## config.mk

```make
export PLATFORM = sky130hd
export DESIGN_NAME = pack_arbiter_flat
export DESIGN_NICKNAME = d
export VERILOG_FILES = /design/src/rtl/pack_arbiter_if.sv /design/src/rtl/pack_arbiter.sv /design/src/flat_wrapper.sv
export SDC_FILE = /design/constraint.sdc
export NUM_CORES = 1
export LEC_CHECK = 0
export BUFFER_PORTS_ARGS = -buffer_cell sky130_fd_sc_hd__buf_2
export CORE_MARGIN = 4
export CORE_UTILIZATION = 49
export CTS_BUF_LIST = sky130_fd_sc_hd__clkbuf_4 sky130_fd_sc_hd__clkbuf_8 sky130_fd_sc_hd__clkbuf_16
export CTS_CLUSTER_SIZE = 28
export DETAILED_ROUTE_END_ITERATION = 8
export GPL_TIMING_DRIVEN = 0
export PLACE_DENSITY = 0.82
export SYNTH_ARGS = -nofsm -noshare
export SYNTH_HDL_FRONTEND = slang
export SYNTH_SLANG_ARGS = --single-unit
```

## constraint.sdc

```tcl
create_clock -name clk -period 2.4 [get_ports clk]
set_input_delay 0.12 -clock clk [delete_from_list [all_inputs] [get_ports clk]]
set_output_delay 0.12 -clock clk [all_outputs]
set_load 0.02 [all_outputs]
```

## src/rtl/pack_arbiter_if.sv

```systemverilog
// rtl/pack_arbiter_if.sv - requester and downstream handshake bundle for pack_arbiter
interface pack_arbiter_if #(
    parameter int W = 2
);
    logic           req0;
    logic [W-1:0]   a0;
    logic [W-1:0]   b0;
    logic           gnt0;
    logic           req1;
    logic [W-1:0]   a1;
    logic [W-1:0]   b1;
    logic           gnt1;
    logic [2*W-1:0] out_data;
    logic           out_src;
    logic           out_valid;
    logic           out_ready;

    // master is the arbiter side, slave is the requester/downstream environment
    modport master (
        input  req0, a0, b0, req1, a1, b1, out_ready,
        output gnt0, gnt1, out_data, out_src, out_valid
    );

    modport slave (
        output req0, a0, b0, req1, a1, b1, out_ready,
        input  gnt0, gnt1, out_data, out_src, out_valid
    );
endinterface

```

## src/rtl/pack_arbiter.sv

```systemverilog
// rtl/pack_arbiter.sv - two-requester pack-and-register arbiter; PACK_ARB_FIXED_PRIO_EN selects fixed priority
module pack_arbiter #(
    parameter int W     = 2,
    parameter int CNT_W = 8
) (
    input  logic             clk,
    input  logic             rst,
    pack_arbiter_if.master   bus,
    output logic [CNT_W-1:0] cnt0,
    output logic [CNT_W-1:0] cnt1
);
    typedef enum logic {
        EMPTY = 1'b0,
        FULL  = 1'b1
    } state_t;

    localparam logic [CNT_W-1:0] CNT_MAX = {CNT_W{1'b1}};

    state_t state;
    logic   last;
    logic   can_load;
    logic   tie0_wins;
    logic   gnt0_c;
    logic   gnt1_c;

    always_comb begin
        can_load = (state == EMPTY) | bus.out_ready;
`ifdef PACK_ARB_FIXED_PRIO_EN
        tie0_wins = 1'b1 | last;
`else
        // last=1 means requester 1 was served most recently, so 0 wins the tie
        tie0_wins = last;
`endif
        gnt0_c = !rst & can_load & bus.req0 & (!bus.req1 | tie0_wins);
        gnt1_c = !rst & can_load & bus.req1 & (!bus.req0 | !tie0_wins);
    end

    assign bus.gnt0 = gnt0_c;
    assign bus.gnt1 = gnt1_c;

    always_ff @(posedge clk) begin
        if (rst) begin
            state         <= EMPTY;
            bus.out_valid <= 1'b0;
            bus.out_data  <= '0;
            bus.out_src   <= 1'b0;
            last          <= 1'b1;
            cnt0          <= '0;
            cnt1          <= '0;
        end else begin
            case (state)
                EMPTY: begin
                    if (gnt0_c | gnt1_c) begin
                        state         <= FULL;
                        bus.out_valid <= 1'b1;
                    end
                end
                FULL: begin
                    // a grant in FULL implies out_ready, so drain and reload coincide
                    if (!(gnt0_c | gnt1_c) && bus.out_ready) begin
                        state         <= EMPTY;
                        bus.out_valid <= 1'b0;
                    end
                end
                default: begin
                    state         <= EMPTY;
                    bus.out_valid <= 1'b0;
                end
            endcase

            if (gnt0_c | gnt1_c) begin
                bus.out_data <= gnt1_c ? {bus.a1, bus.b1} : {bus.a0, bus.b0};
                bus.out_src  <= gnt1_c;
                last         <= gnt1_c;
            end

            if (gnt0_c && cnt0 != CNT_MAX) cnt0 <= cnt0 + CNT_W'(1);
            if (gnt1_c && cnt1 != CNT_MAX) cnt1 <= cnt1 + CNT_W'(1);
        end
    end
endmodule
```

## src/flat_wrapper.sv

```systemverilog
// flat-port wrapper written by rule: the top's interface ports become plain ports
module pack_arbiter_flat 
#(
    parameter int W     = 2,
    parameter int CNT_W = 8
)
  (clk, rst, cnt0, cnt1, bus_req0, bus_a0, bus_b0, bus_req1, bus_a1, bus_b1, bus_out_ready, bus_gnt0, bus_gnt1, bus_out_data, bus_out_src, bus_out_valid);
  pack_arbiter_if #(.W(W)) bus_i ();
  input  logic clk;
  input  logic rst;
  output logic [CNT_W-1:0] cnt0;
  output logic [CNT_W-1:0] cnt1;
  input wire logic [$bits(bus_i.req0)-1:0] bus_req0;
  input wire logic [$bits(bus_i.a0)-1:0] bus_a0;
  input wire logic [$bits(bus_i.b0)-1:0] bus_b0;
  input wire logic [$bits(bus_i.req1)-1:0] bus_req1;
  input wire logic [$bits(bus_i.a1)-1:0] bus_a1;
  input wire logic [$bits(bus_i.b1)-1:0] bus_b1;
  input wire logic [$bits(bus_i.out_ready)-1:0] bus_out_ready;
  output wire logic [$bits(bus_i.gnt0)-1:0] bus_gnt0;
  output wire logic [$bits(bus_i.gnt1)-1:0] bus_gnt1;
  output wire logic [$bits(bus_i.out_data)-1:0] bus_out_data;
  output wire logic [$bits(bus_i.out_src)-1:0] bus_out_src;
  output wire logic [$bits(bus_i.out_valid)-1:0] bus_out_valid;
  assign bus_i.req0 = bus_req0;
  assign bus_i.a0 = bus_a0;
  assign bus_i.b0 = bus_b0;
  assign bus_i.req1 = bus_req1;
  assign bus_i.a1 = bus_a1;
  assign bus_i.b1 = bus_b1;
  assign bus_i.out_ready = bus_out_ready;
  assign bus_gnt0 = bus_i.gnt0;
  assign bus_gnt1 = bus_i.gnt1;
  assign bus_out_data = bus_i.out_data;
  assign bus_out_src = bus_i.out_src;
  assign bus_out_valid = bus_i.out_valid;
  pack_arbiter #(.W(W), .CNT_W(CNT_W)) u_core (.clk(clk), .rst(rst), .bus(bus_i), .cnt0(cnt0), .cnt1(cnt1));
endmodule
```

==> results of run 1 <==
-- critical path: cells and delay by family, from the launching register on --
kind                       cells  cell delay, ns
and+or+nand+nor                1            0.56
AOI/OAI and AO/OA              2            0.48
adders and majority gates      1            0.22
DFF                            1            0.43
buffers and inverters          1            0.07
-- kinds of logic (layout without fill, tap and decap cells) --
kind of cell	after synthesis	count (layout)	share of synthesized area, %
compound gates	37	37	21.93
fa+ha+maj	2	2	2.171
buf+inv	13	54	4.559
flops	24	24	41.69
mux	3	3	2.606
simple gates	59	59	27.04
-- how the worst max path moves through the flow --
stage	depth (start not counted)	to	from
2_1_floorplan	5	u_core.cnt1[6]	u_core.cnt1[0]
6_report	5	u_core.cnt1[6]	u_core.cnt1[0]
3_3_place_gp	5	u_core.cnt1[6]	u_core.cnt1[0]
3_5_place_dp	5	u_core.cnt1[6]	u_core.cnt1[0]
5_1_grt	5	u_core.cnt1[6]	u_core.cnt1[0]
4_1_cts	5	u_core.cnt1[6]	u_core.cnt1[0]
-- layer usage --
| metal | global-route usage, % | up-vias |
|---|---|---|
| met1 | 21.44 | 562 |
| met3 | 2.989 | 5 |
| li1 | - | 600 |
| met2 | 33.99 | 32 |
| met4 | 7.119 | 0 |
| met5 | 0 | - |
-- power breakdown --
part | leakage, nW | switching, mW | internal, mW | total (mW)
registers | 0.195 | 0.00887 | 0.412 | 0.421
logic | 0.378 | 0.0570 | 0.0343 | 0.0914
clock network | 0.0279 | 0.131 | 0.169 | 0.300
-- state kept, by name, indices dropped and copies added (netlist names) --
| name | count |
|---|---|
| u_core.cnt0 | 8 |
| u_core.cnt1 | 8 |
| u_core.bus.out_data | 4 |
| u_core.bus.out_src | 1 |
| u_core.bus.out_valid | 1 |
| u_core.last | 1 |
| u_core.state | 1 |
-- synthesized netlist by cell type (2+ instances only) --
master    count
a211oi_1      3
a21oi_1      11
a311oi_1      7
a31o_2        2
and4_1        2
buf_2         3
clkbuf_1      4
dfxtp_1      24
ha_1          2
inv_1         6
mux2i_1       3
nand2_1      16
nand2b_1      2
nand3_1       6
nand3b_1      2
nand4_1       6
nor2_1       10
nor3_1        3
nor4_1        2
o21ai_0       7
or3_1         4
-- layout by cell type (no fill, tap or decap), drive strengths merged --
cell type	n
a21bo	1
nand3b	2
o21ai	7
nand2	16
dfxtp	24
nor3	3
o31ai	1
o41ai	1
dlygate4sd3	1
a311oi	7
nor2	10
mux2i	3
o311a	1
a21oi	11
buf	39
nand3	6
o311ai	1
a41oi	1
nor4	2
and3	1
and4	2
or2b	1
ha	2
nand2b	2
nor4bb	1
a21boi	1
a211oi	3
bufinv	1
or3	4
nor2b	1
nand4	6
clkbuf	7
a31o	2
or4	2
inv	6
-- cell type report --
cell class | instances | area [um2] | share of cell area [%]
Inverter | 6 | 22.52 | 1.575
Clock buffer | 3 | 22.52 | 1.575
Multi-Input combinational cell | 101 | 619.3 | 43.31
Sequential cell | 24 | 480.5 | 33.60
Tap cell | 28 | 35.03 | 2.450
Timing Repair Buffer | 37 | 190.2 | 13.30
Buffer | 7 | 30.03 | 2.100
Clock inverter | 1 | 30.03 | 2.100
==> key figures, run 1 <==
Setup path
  – Critical path capture point type: flip-flop
  – Worst Reg-to-Reg Cells: 5
  – Arr. time, crit path: between 2 and 2.5 ns
  – CP max stage delay: 0.56 ns
  – R2R Path End: u_core.cnt1[6]
  – Slowest-stage cell, CP: or4_4
  – Type of the worst setup path: flip-flop to flip-flop
  – Worst r2r src: u_core.cnt1[0]
  – Crit path max fanout: 6
  – CP Cell Sequence: ha_1 -> inv_1 -> or4_4 -> o311ai_0 -> o41ai_1
  – Critical Path RT: between 2 and 3 ns
  – Crit start category: flip-flop
  – Reg2reg setup slack: between 0.5 and 0.6 ns

Global route
  – Grt total ovfl: 0
  – Initial antenna violation count: 0
  – Global router's overall resource usage: between 10% and 20%
  – Global-route wire length before repair: between 4 and 5 mm
  – Largest net degree at the start of global routing: 15
  – Vias in the first global route: roughly 1.2k

STA
  – Worst Skew: 0.005014 ns
  – Slew HR: 60.44%
  – RSZ-0062 raised after global routing: false
  – Setup violators final: 0
  – Final Max Slew Viols: 0
  – Measured slew at the worst slew-check pin: 0.5880 ns
  – Hold WS: about 0.045 ns
  – Period utilization: a little under 80%
  – Hold Vio Cnt, Final: 0
  – Total negative slack: 0 ns
  – Final Worst Setup Slack: around 0.53 ns
  – Minimum clock period: between 1.5 and 2 ns
  – Fmax: between 0.5 and 0.6 GHz

Drt
  – DRC viols: 0
  – Drt initial violations: 39
  – Via count: approximately 1.2k
  – Met1 Wirelength: around 1.2 mm
  – Top Metal Used: met4
  – Final WL: roughly 2.8 mm
  – Routed Antenna Nets: 0
  – Met3 wire len: 145 um
  – Drt first pass iters: 4
  – Met2 WL post-DR: 1.424 mm
  – Wire length per cell: around 14 um
  – Via density: about 5.8

Power
  – P per Cell Area: 568.1 nW/um2
  – Total chip power: a little over 800 uW
  – P_leak: 0.6014 nW
  – Worst IR Drop VDD: between 0.3 and 0.4 mV

Clock tree
  – Cts hold-fix bufs: 1
  – Clk_lat worst skew: roughly 0.33 ns
  – CTS Sinks: 24
  – CTS tree: done
  – Reg clk slew, reported paths: about 0.14 ns
  – Num CTS Buffers: 3
  – Setup bufs post-CTS: 0
  – Post_cts resized: 0
  – Root buffer cell: clkbuf_4
  – Longest Clk Path Bufs: 2
  – Max H-tree Level: 1

Floorplan
  – Die Span Y: about 56 um
  – Num rows: 17
  – DIE AREA: around 3200 um2
  – Core area: ~2200 um2
  – Effective utilization at floorplan: 51.60%
  – Die X-Extent: 56.50 um
  – I/O Pins: 37

Synth
  – Register area share after synthesis: roughly two fifths
  – Post-synth ARST share: 0%
  – Avg Cell Area, Syn: about 8.4 um2
  – Yosys reg bits: 24
  – Mapped Nets: approximately 150
  – Synthesized cell area: approximately 1200 um2
  – Post-synth cell types: 34
  – YS warnings: 0
  – Area share of the largest cell type after synthesis: 41.69%
  – Main synth FF type: dfxtp_1
  – Largest cells by area after synthesis: dfxtp_1 (42%), a311oi_1 (5.3%), nand2_1 (5.2%), a21oi_1 (4.8%), nand4_1 (3.3%)
  – Yosys top cell by area: dfxtp_1
  – Post-Syn Instances: between 100 and 150
  – Post-synth EDFFs: 0

Min path
  – Worst Hold Depth: 3
  – Hold worst-path end: u_core.bus.out_data[2]
  – Hold path startpoint: bus_a0[0]
  – Worst Hold Class: primary input to flip-flop

Cells and area
  – Final antenna diode count: 0
  – Share of layout cells above drive strength 1: approximately a quarter
  – P&R area growth vs syn: 24.10%
  – Fin area: 1430 um2
  – FILL cells: around 210
  – Core Util, Final: 64.03%
  – Final cell count without fillers: ~210
  – Nets: between 150 and 200

Placement
  – GP Congestion: between 0.8 and 0.9
  – Final HPWL DP: 2.175 mm
  – Dpl cells: approximately 200
  – Buffers on Ports: 36
  – Pre-CTS WS: between 0.5 and 0.6 ns
  – Area of placed instances: roughly 1400 um2

Flow run
  – Number of max-cap violations: 0

Status
  – Outcome: finished clean
Power figures use the tool's default switching activity.
==> run 2, diff against run 1 <==
--- a/config.mk
+++ b/config.mk
@@ -5,9 +5,10 @@
 export SDC_FILE = /design/constraint.sdc
 export NUM_CORES = 1
 export LEC_CHECK = 0
+export ABC_AREA = 1
 export BUFFER_PORTS_ARGS = -buffer_cell sky130_fd_sc_hd__buf_2
 export CORE_MARGIN = 4
-export CORE_UTILIZATION = 49
+export CORE_UTILIZATION = 50
 export CTS_BUF_LIST = sky130_fd_sc_hd__clkbuf_4 sky130_fd_sc_hd__clkbuf_8 sky130_fd_sc_hd__clkbuf_16
 export CTS_CLUSTER_SIZE = 28
 export DETAILED_ROUTE_END_ITERATION = 8
==> constraint.sdc (replaced) <==
create_clock -name clk -period 1.8 [get_ports clk]
set_input_delay 0.09 -clock clk [delete_from_list [all_inputs] [get_ports clk]]
set_output_delay 0.09 -clock clk [all_outputs]
set_load 0.02 [all_outputs]
==> key figures, run 2 <==
Setup path
  – Crit start category: primary input
  – Reg2reg setup slack: approximately 0.37 ns
  – Type of the worst setup path: primary input to output port
  – Worst Reg-to-Reg Cells: 8
  – Critical path capture point type: output port
  – CP max stage delay: approximately 0.55 ns
  – Slowest-stage cell, CP: dlygate4sd3_1
  – CP Cell Sequence: dlygate4sd3_1 -> buf_6 -> clkinv_8 -> nand2_8 -> nor2_8 -> buf_2
  – Largest delay share family, worst path: buffers and inverters
  – Worst r2r src: u_core.cnt1[0]
  – Crit path max fanout: 10
  – Critical Path RT: roughly 1.7 ns
  – R2R Path End: u_core.cnt1[3]
  – Arr. time, crit path: 1.35 ns
  – Buf/Inv on CP: 4

Cells and area
  – Most common cell after layout, fill and taps aside: nand2_1
  – Nets: 241
  – Share of layout cells above drive strength 1: 23.11%
  – Top Registers: u_core.cnt0 x8, u_core.cnt1 x8, u_core.bus.out_data x4
  – FILL cells: between 200 and 300
  – Final antenna diode count: 0
  – Highest-count cells in the layout ignoring fill and taps: nand2_1 (56), buf_2 (35), dfxtp_1 (24), nor2_1 (22), inv_1 (18)
  – P&R area growth vs syn: 19.92%

Clock tree
  – Reg clk slew, reported paths: ~0.12 ns
  – Clk_lat worst skew: 0.31 ns
  – CTS Sinks: 24
  – Num CTS Buffers: 3
  – Root buffer cell: clkbuf_4
  – Setup bufs post-CTS: 0
  – CTS tree: done
  – Longest Clk Path Bufs: 2
  – Max H-tree Level: 1
  – Post_cts resized: 0

STA
  – Final Worst Setup Slack: around 0.36 ns
  – Minimum clock period: between 1 and 1.5 ns
  – Hold Vio Cnt, Final: 0
  – Slew HR: between 60% and 70%
  – Measured slew at the worst slew-check pin: between 0.4 and 0.5 ns
  – Setup violators final: 0
  – RSZ-0062 raised after global routing: false
  – Final Max Slew Viols: 0
  – Worst Skew: slightly above 0.009 ns
  – Total negative slack: 0 ns
  – Fmax: 0.6921 GHz
  – Period utilization: about four fifths

Global route
  – Grt total ovfl: 0
  – Initial antenna violation count: 0
  – Vias in the first global route: approximately 1.1k
  – Global router's overall resource usage: between 10% and 20%
  – Largest net degree at the start of global routing: 14
  – Global-route wire length before repair: between 4 and 5 mm

Floorplan
  – Die Span Y: around 60 um
  – Core area: roughly 2500 um2
  – Die X-Extent: 58.99 um
  – Num rows: 18
  – Effective utilization at floorplan: a little over half
  – I/O Pins: 37
  – DIE AREA: 3480 um2

Power
  – P_leak: approximately 0.74 nW
  – P per Cell Area: 649.9 nW/um2
  – Worst IR Drop VDD: 0.4152 mV

Min path
  – Worst Hold Class: primary input to flip-flop
  – Hold worst-path end: u_core.bus.out_data[1]
  – Worst Hold Depth: 5
  – Hold path startpoint: bus_b1[1]

Synth
  – Avg Cell Area, Syn: 7.027 um2
  – Yosys top cell by area: dfxtp_1
  – Yosys reg bits: 24
  – Largest cells by area after synthesis: dfxtp_1 (37%), nand2_1 (16%), nor2_1 (6.4%), a21oi_1 (5.4%), inv_1 (5.2%)
  – Post-Syn Instances: roughly 190
  – Mapped Nets: 200
  – Post-synth ARST share: 0%
  – Synthesized cell area: 1300 um2
  – Post-synth cell types: 26
  – Post-synth EDFFs: 0
  – Area share of the largest cell type after synthesis: a little under two fifths
  – Commonest cells post-synth: nand2_1 (56), dfxtp_1 (24), nor2_1 (22)
  – Main synth FF type: dfxtp_1
  – YS warnings: 0
  – Register area share after synthesis: between 30% and 40%
  – Top-count cell post-synth: nand2_1

Drt
  – Wire length per cell: between 10 and 15 um
  – Via count: 1237
  – Final WL: about 2.6 mm
  – Via density: 4.851
  – Routed Antenna Nets: 0
  – DRC viols: 0
  – Drt initial violations: 64
  – Drt first pass iters: 4

Placement
  – Buffers on Ports: 35
  – Final HPWL DP: approximately 2.0 mm
  – Pre-CTS WS: approximately 0.40 ns
  – GP Congestion: around 0.85

Status
  – Outcome: finished clean

Flow run
  – Number of max-cap violations: 0
[run 2: changes by cell type after synthesis, moves of 4 or more]
cell | previous run | this run
nand2_1 | 16 | 56
inv_1 | 6 | 18
nor2_1 | 10 | 22
a311oi_1 | 7 | 0
nand3_1 | 6 | 13
nand4_1 | 6 | 1
o21bai_1 | 0 | 4
or3_1 | 4 | 0
xor2_1 | 0 | 4
[run 2: cells by family after synthesis]
group	synth area share, %
fa+ha+maj	1.925
xor+xnor	3.368
buf+inv	8.373
simple gates	37.73
compound gates	11.65
flops	36.96
[run 2: area by class of cell]
type / instances / area, um2 / share of cell area (%)
Inverter: 21 / 93.84 / 6.019
Timing Repair Buffer: 36 / 185.2 / 11.88
Tap cell: 30 / 37.54 / 2.408
Clock buffer: 4 / 36.28 / 2.327
Buffer: 2 / 15.01 / 0.9631
Multi-Input combinational cell: 138 / 710.7 / 45.59
Sequential cell: 24 / 480.5 / 30.82
[run 2: worst min-delay path, delay by kind of cell]
| kind | cells | cell delay (ns) |
|---|---|---|
| buffers and inverters | 2 | 0.13 |
| and+or+nand+nor | 2 | 0.11 |
| AOI/OAI and AO/OA | 1 | 0.05 |
[run 2: routing by layer]
metal | wire length, um | up-vias | GRT usage [%]
met1 | 1311 | 533 | 23.86
met5 | 0 | - | 0
met4 | 35 | 0 | 6.472
met2 | 1164 | 28 | 25.55
li1 | - | 671 | -
met3 | 117 | 5 | 2.832
[run 2: worst max-delay path by stage]
stage                         startpoint              to  slack, ns  cells after the start
after floorplan           u_core.cnt1[0]  u_core.cnt1[0]       0.38                      8
after global placement    u_core.cnt1[0]  u_core.cnt1[7]       0.41                      8
after detailed placement  u_core.cnt1[0]  u_core.cnt1[7]       0.40                      8
after CTS                            rst        bus_gnt0       0.35                      6
after global routing      u_core.cnt1[0]  u_core.cnt1[3]       0.24                      8
final                                rst        bus_gnt0       0.36                      6
[run 2: metrics by stage]
step / utilization (%) / total power [mW] / cell area (um2) / std cells / hold WS (ns)
2_1_floorplan: - / 0.6942 / 1300 / 185 / 0.2997
3_3_place_gp: 61.06 / 0.7417 / 1513 / 250 / 0.3140
3_5_place_dp: 61.06 / 0.7448 / 1513 / 250 / 0.3176
4_1_cts: 62.93 / 1.027 / 1559 / 255 / 0.1125
5_1_grt: 62.93 / 1.075 / 1559 / 255 / 0.1023
6_report: 62.93 / 1.013 / 1559 / 255 / 0.1179
[run 2: where the power goes]
group	total, mW	internal [mW]	switching (mW)
clock network	0.281	0.124	0.157
logic	0.168	0.0597	0.108
registers	0.565	0.551	0.0137
total	1.01	0.735	0.279
[run 2: repair_timing]
action,CTS,global route
setup endpoints to repair,0,0
endpoints found under the hold margin,5,0
hold buffers,1,0
==> run 3, diff against run 2 <==
==> constraint.sdc (replaced) <==
create_clock -name clk -period 1.4 [get_ports clk]
set_input_delay 0.07 -clock clk [delete_from_list [all_inputs] [get_ports clk]]
set_output_delay 0.07 -clock clk [all_outputs]
set_load 0.02 [all_outputs]
==> key figures, run 3 (same netlist as run 2, synthesis figures left out) <==
Placement
  – Buffers on Ports: 35
  – GP Congestion: about 0.8
  – Final HPWL DP: between 2 and 2.5 mm
  – Area of placed instances: between 1500 and 2000 um2

Cells and area
  – Top Registers: u_core.cnt0 x8, u_core.cnt1 x8, u_core.bus.out_data x4
  – Nets: 246
  – Most common cell after layout, fill and taps aside: nand2_1
  – Final antenna diode count: 0
  – Fin area: around 1700 um2
  – P&R area growth vs syn: 27.04%
  – Highest-count cells in the layout ignoring fill and taps: nand2_1 (54), buf_2 (34), nor2_1 (21), dfxtp_1 (19), inv_1 (18)
  – Share of layout cells above drive strength 1: about 29%

Power
  – Worst IR Drop VDD: just under 0.9 mV
  – P per Cell Area: roughly 900 nW/um2
  – P_leak: around 0.77 nW

Clock tree
  – Max H-tree Level: 1
  – Root buffer cell: clkbuf_4
  – Longest Clk Path Bufs: 2
  – Num CTS Buffers: 3
  – Clk_lat worst skew: around 0.33 ns
  – CTS tree: done
  – CTS Sinks: 24
  – Reg clk slew, reported paths: roughly 0.14 ns

Global route
  – Initial antenna violation count: 0
  – Largest net degree at the start of global routing: 15
  – Grt total ovfl: 0
  – Vias in the first global route: around 1.1k
  – Global router's overall resource usage: 17.56%
  – Global-route wire length before repair: about 4.7 mm

Floorplan
  – Die X-Extent: roughly 59 um
  – Die Span Y: 58.99 um
  – Core area: between 2000 and 2500 um2
  – DIE AREA: 3480 um2
  – Effective utilization at floorplan: 52.47%
  – I/O Pins: 37
  – Num rows: 18

Drt
  – Drt first pass iters: 4
  – Via density: 4.954
  – Routed Antenna Nets: 0
  – Drt initial violations: 28
  – Wire length per cell: 11.43 um
  – DRC viols: 0
  – Final WL: ~3 mm
  – Via count: roughly 1.3k

STA
  – Minimum clock period: 1.319 ns
  – Worst Skew: around 0.012 ns
  – Setup violators final: 0
  – Final Max Slew Viols: 0
  – Measured slew at the worst slew-check pin: 0.5075 ns
  – Period utilization: 94.20%
  – Total negative slack: 0 ns
  – Slew HR: around 66%
  – Hold Vio Cnt, Final: 0
  – RSZ-0062 raised after global routing: false
  – Fmax: between 0.7 and 0.8 GHz

Flow run
  – Number of max-cap violations: 0

Setup path
  – Crit start category: flip-flop
  – Type of the worst setup path: flip-flop to output port
  – Critical Path RT: 1.33 ns
  – Crit path max fanout: 6
  – Arr. time, crit path: 1.25 ns
  – CP max stage delay: about 0.35 ns
  – Reg2reg setup slack: 0.09 ns
  – Critical path capture point type: output port
  – CP Cell Sequence: nand2_1 -> nand2_4 -> nor2_8 -> buf_2
  – Slowest-stage cell, CP: dfxtp_2

Status
  – Outcome: finished clean

Min path
  – Worst Hold Class: primary input to flip-flop
-- run 3: changes by cell type in the layout (fill, tap and decap cells not counted), sizes merged --
cell,delta
clkbuf,-1
bufinv,+1
buf,+5
-- run 3: per-layer routing --
metal | wire [um] | track usage (%)
met1 | 1384 | 21.24
met2 | 1417 | 29.97
met3 | 122 | 3.922
met4 | 48 | 7.120
met5 | 0 | 0
-- run 3: worst max-delay path, delay by kind of cell (launching register included) --
kind / cells / cell delay [ns]
DFF: 1 / 0.35
buffers and inverters: 1 / 0.19
and+or+nand+nor: 3 / 0.39
-- run 3: timing repair --
action,in CTS,in global routing
setup buffers,0,5
hold buffers,1,0
gates resized for setup,1,10
endpoints found under the hold margin,5,0
setup endpoints to repair,2,15
gates cloned,0,0
pin swaps,1,5
-- run 3: per-stage QoR --
step | std cells | power (mW) | util, % | hold slack [ns] | worst slack (ns)
after floorplan | 185 | 0.8939 | - | 0.2797 | 0.002241
after global placement | 250 | 0.9545 | 61.21 | 0.2943 | 0.04947
after detailed placement | 250 | 0.9597 | 61.21 | 0.3003 | 0.01502
after CTS | 255 | 1.469 | 63.79 | 0.03086 | 0.00003975
after global routing | 260 | 1.539 | 66.67 | 0.03631 | 0.0004020
final | 260 | 1.480 | 66.67 | 0.04582 | 0.08122
-- run 3: area by class of cell --
class,instances,area (um2)
Tap cell,30,37.54
Inverter,21,96.34
Clock inverter,1,30.03
Sequential cell,24,489.2
Multi-Input combinational cell,138,735.7
Fill cell,242,825.8
Buffer,2,15.01
Timing Repair Buffer,41,225.2
Clock buffer,3,22.52
-- run 3: final timing paths --
path | startpoint | endpoint | cells after the start
min reg2reg | u_core.bus.out_data[1] | u_core.bus.out_data[1] | 2
min | rst | u_core.cnt0[6] | 4
max reg2reg | u_core.cnt1[0] | u_core.cnt1[4] | 8
max | u_core.last | bus_gnt1 | 4
-- run 3: power breakdown --
group	internal [mW]	switching (mW)
Combinational	0.0915	0.147
Clock	0.290	0.220
Sequential	0.710	0.0211
Total	1.09	0.388
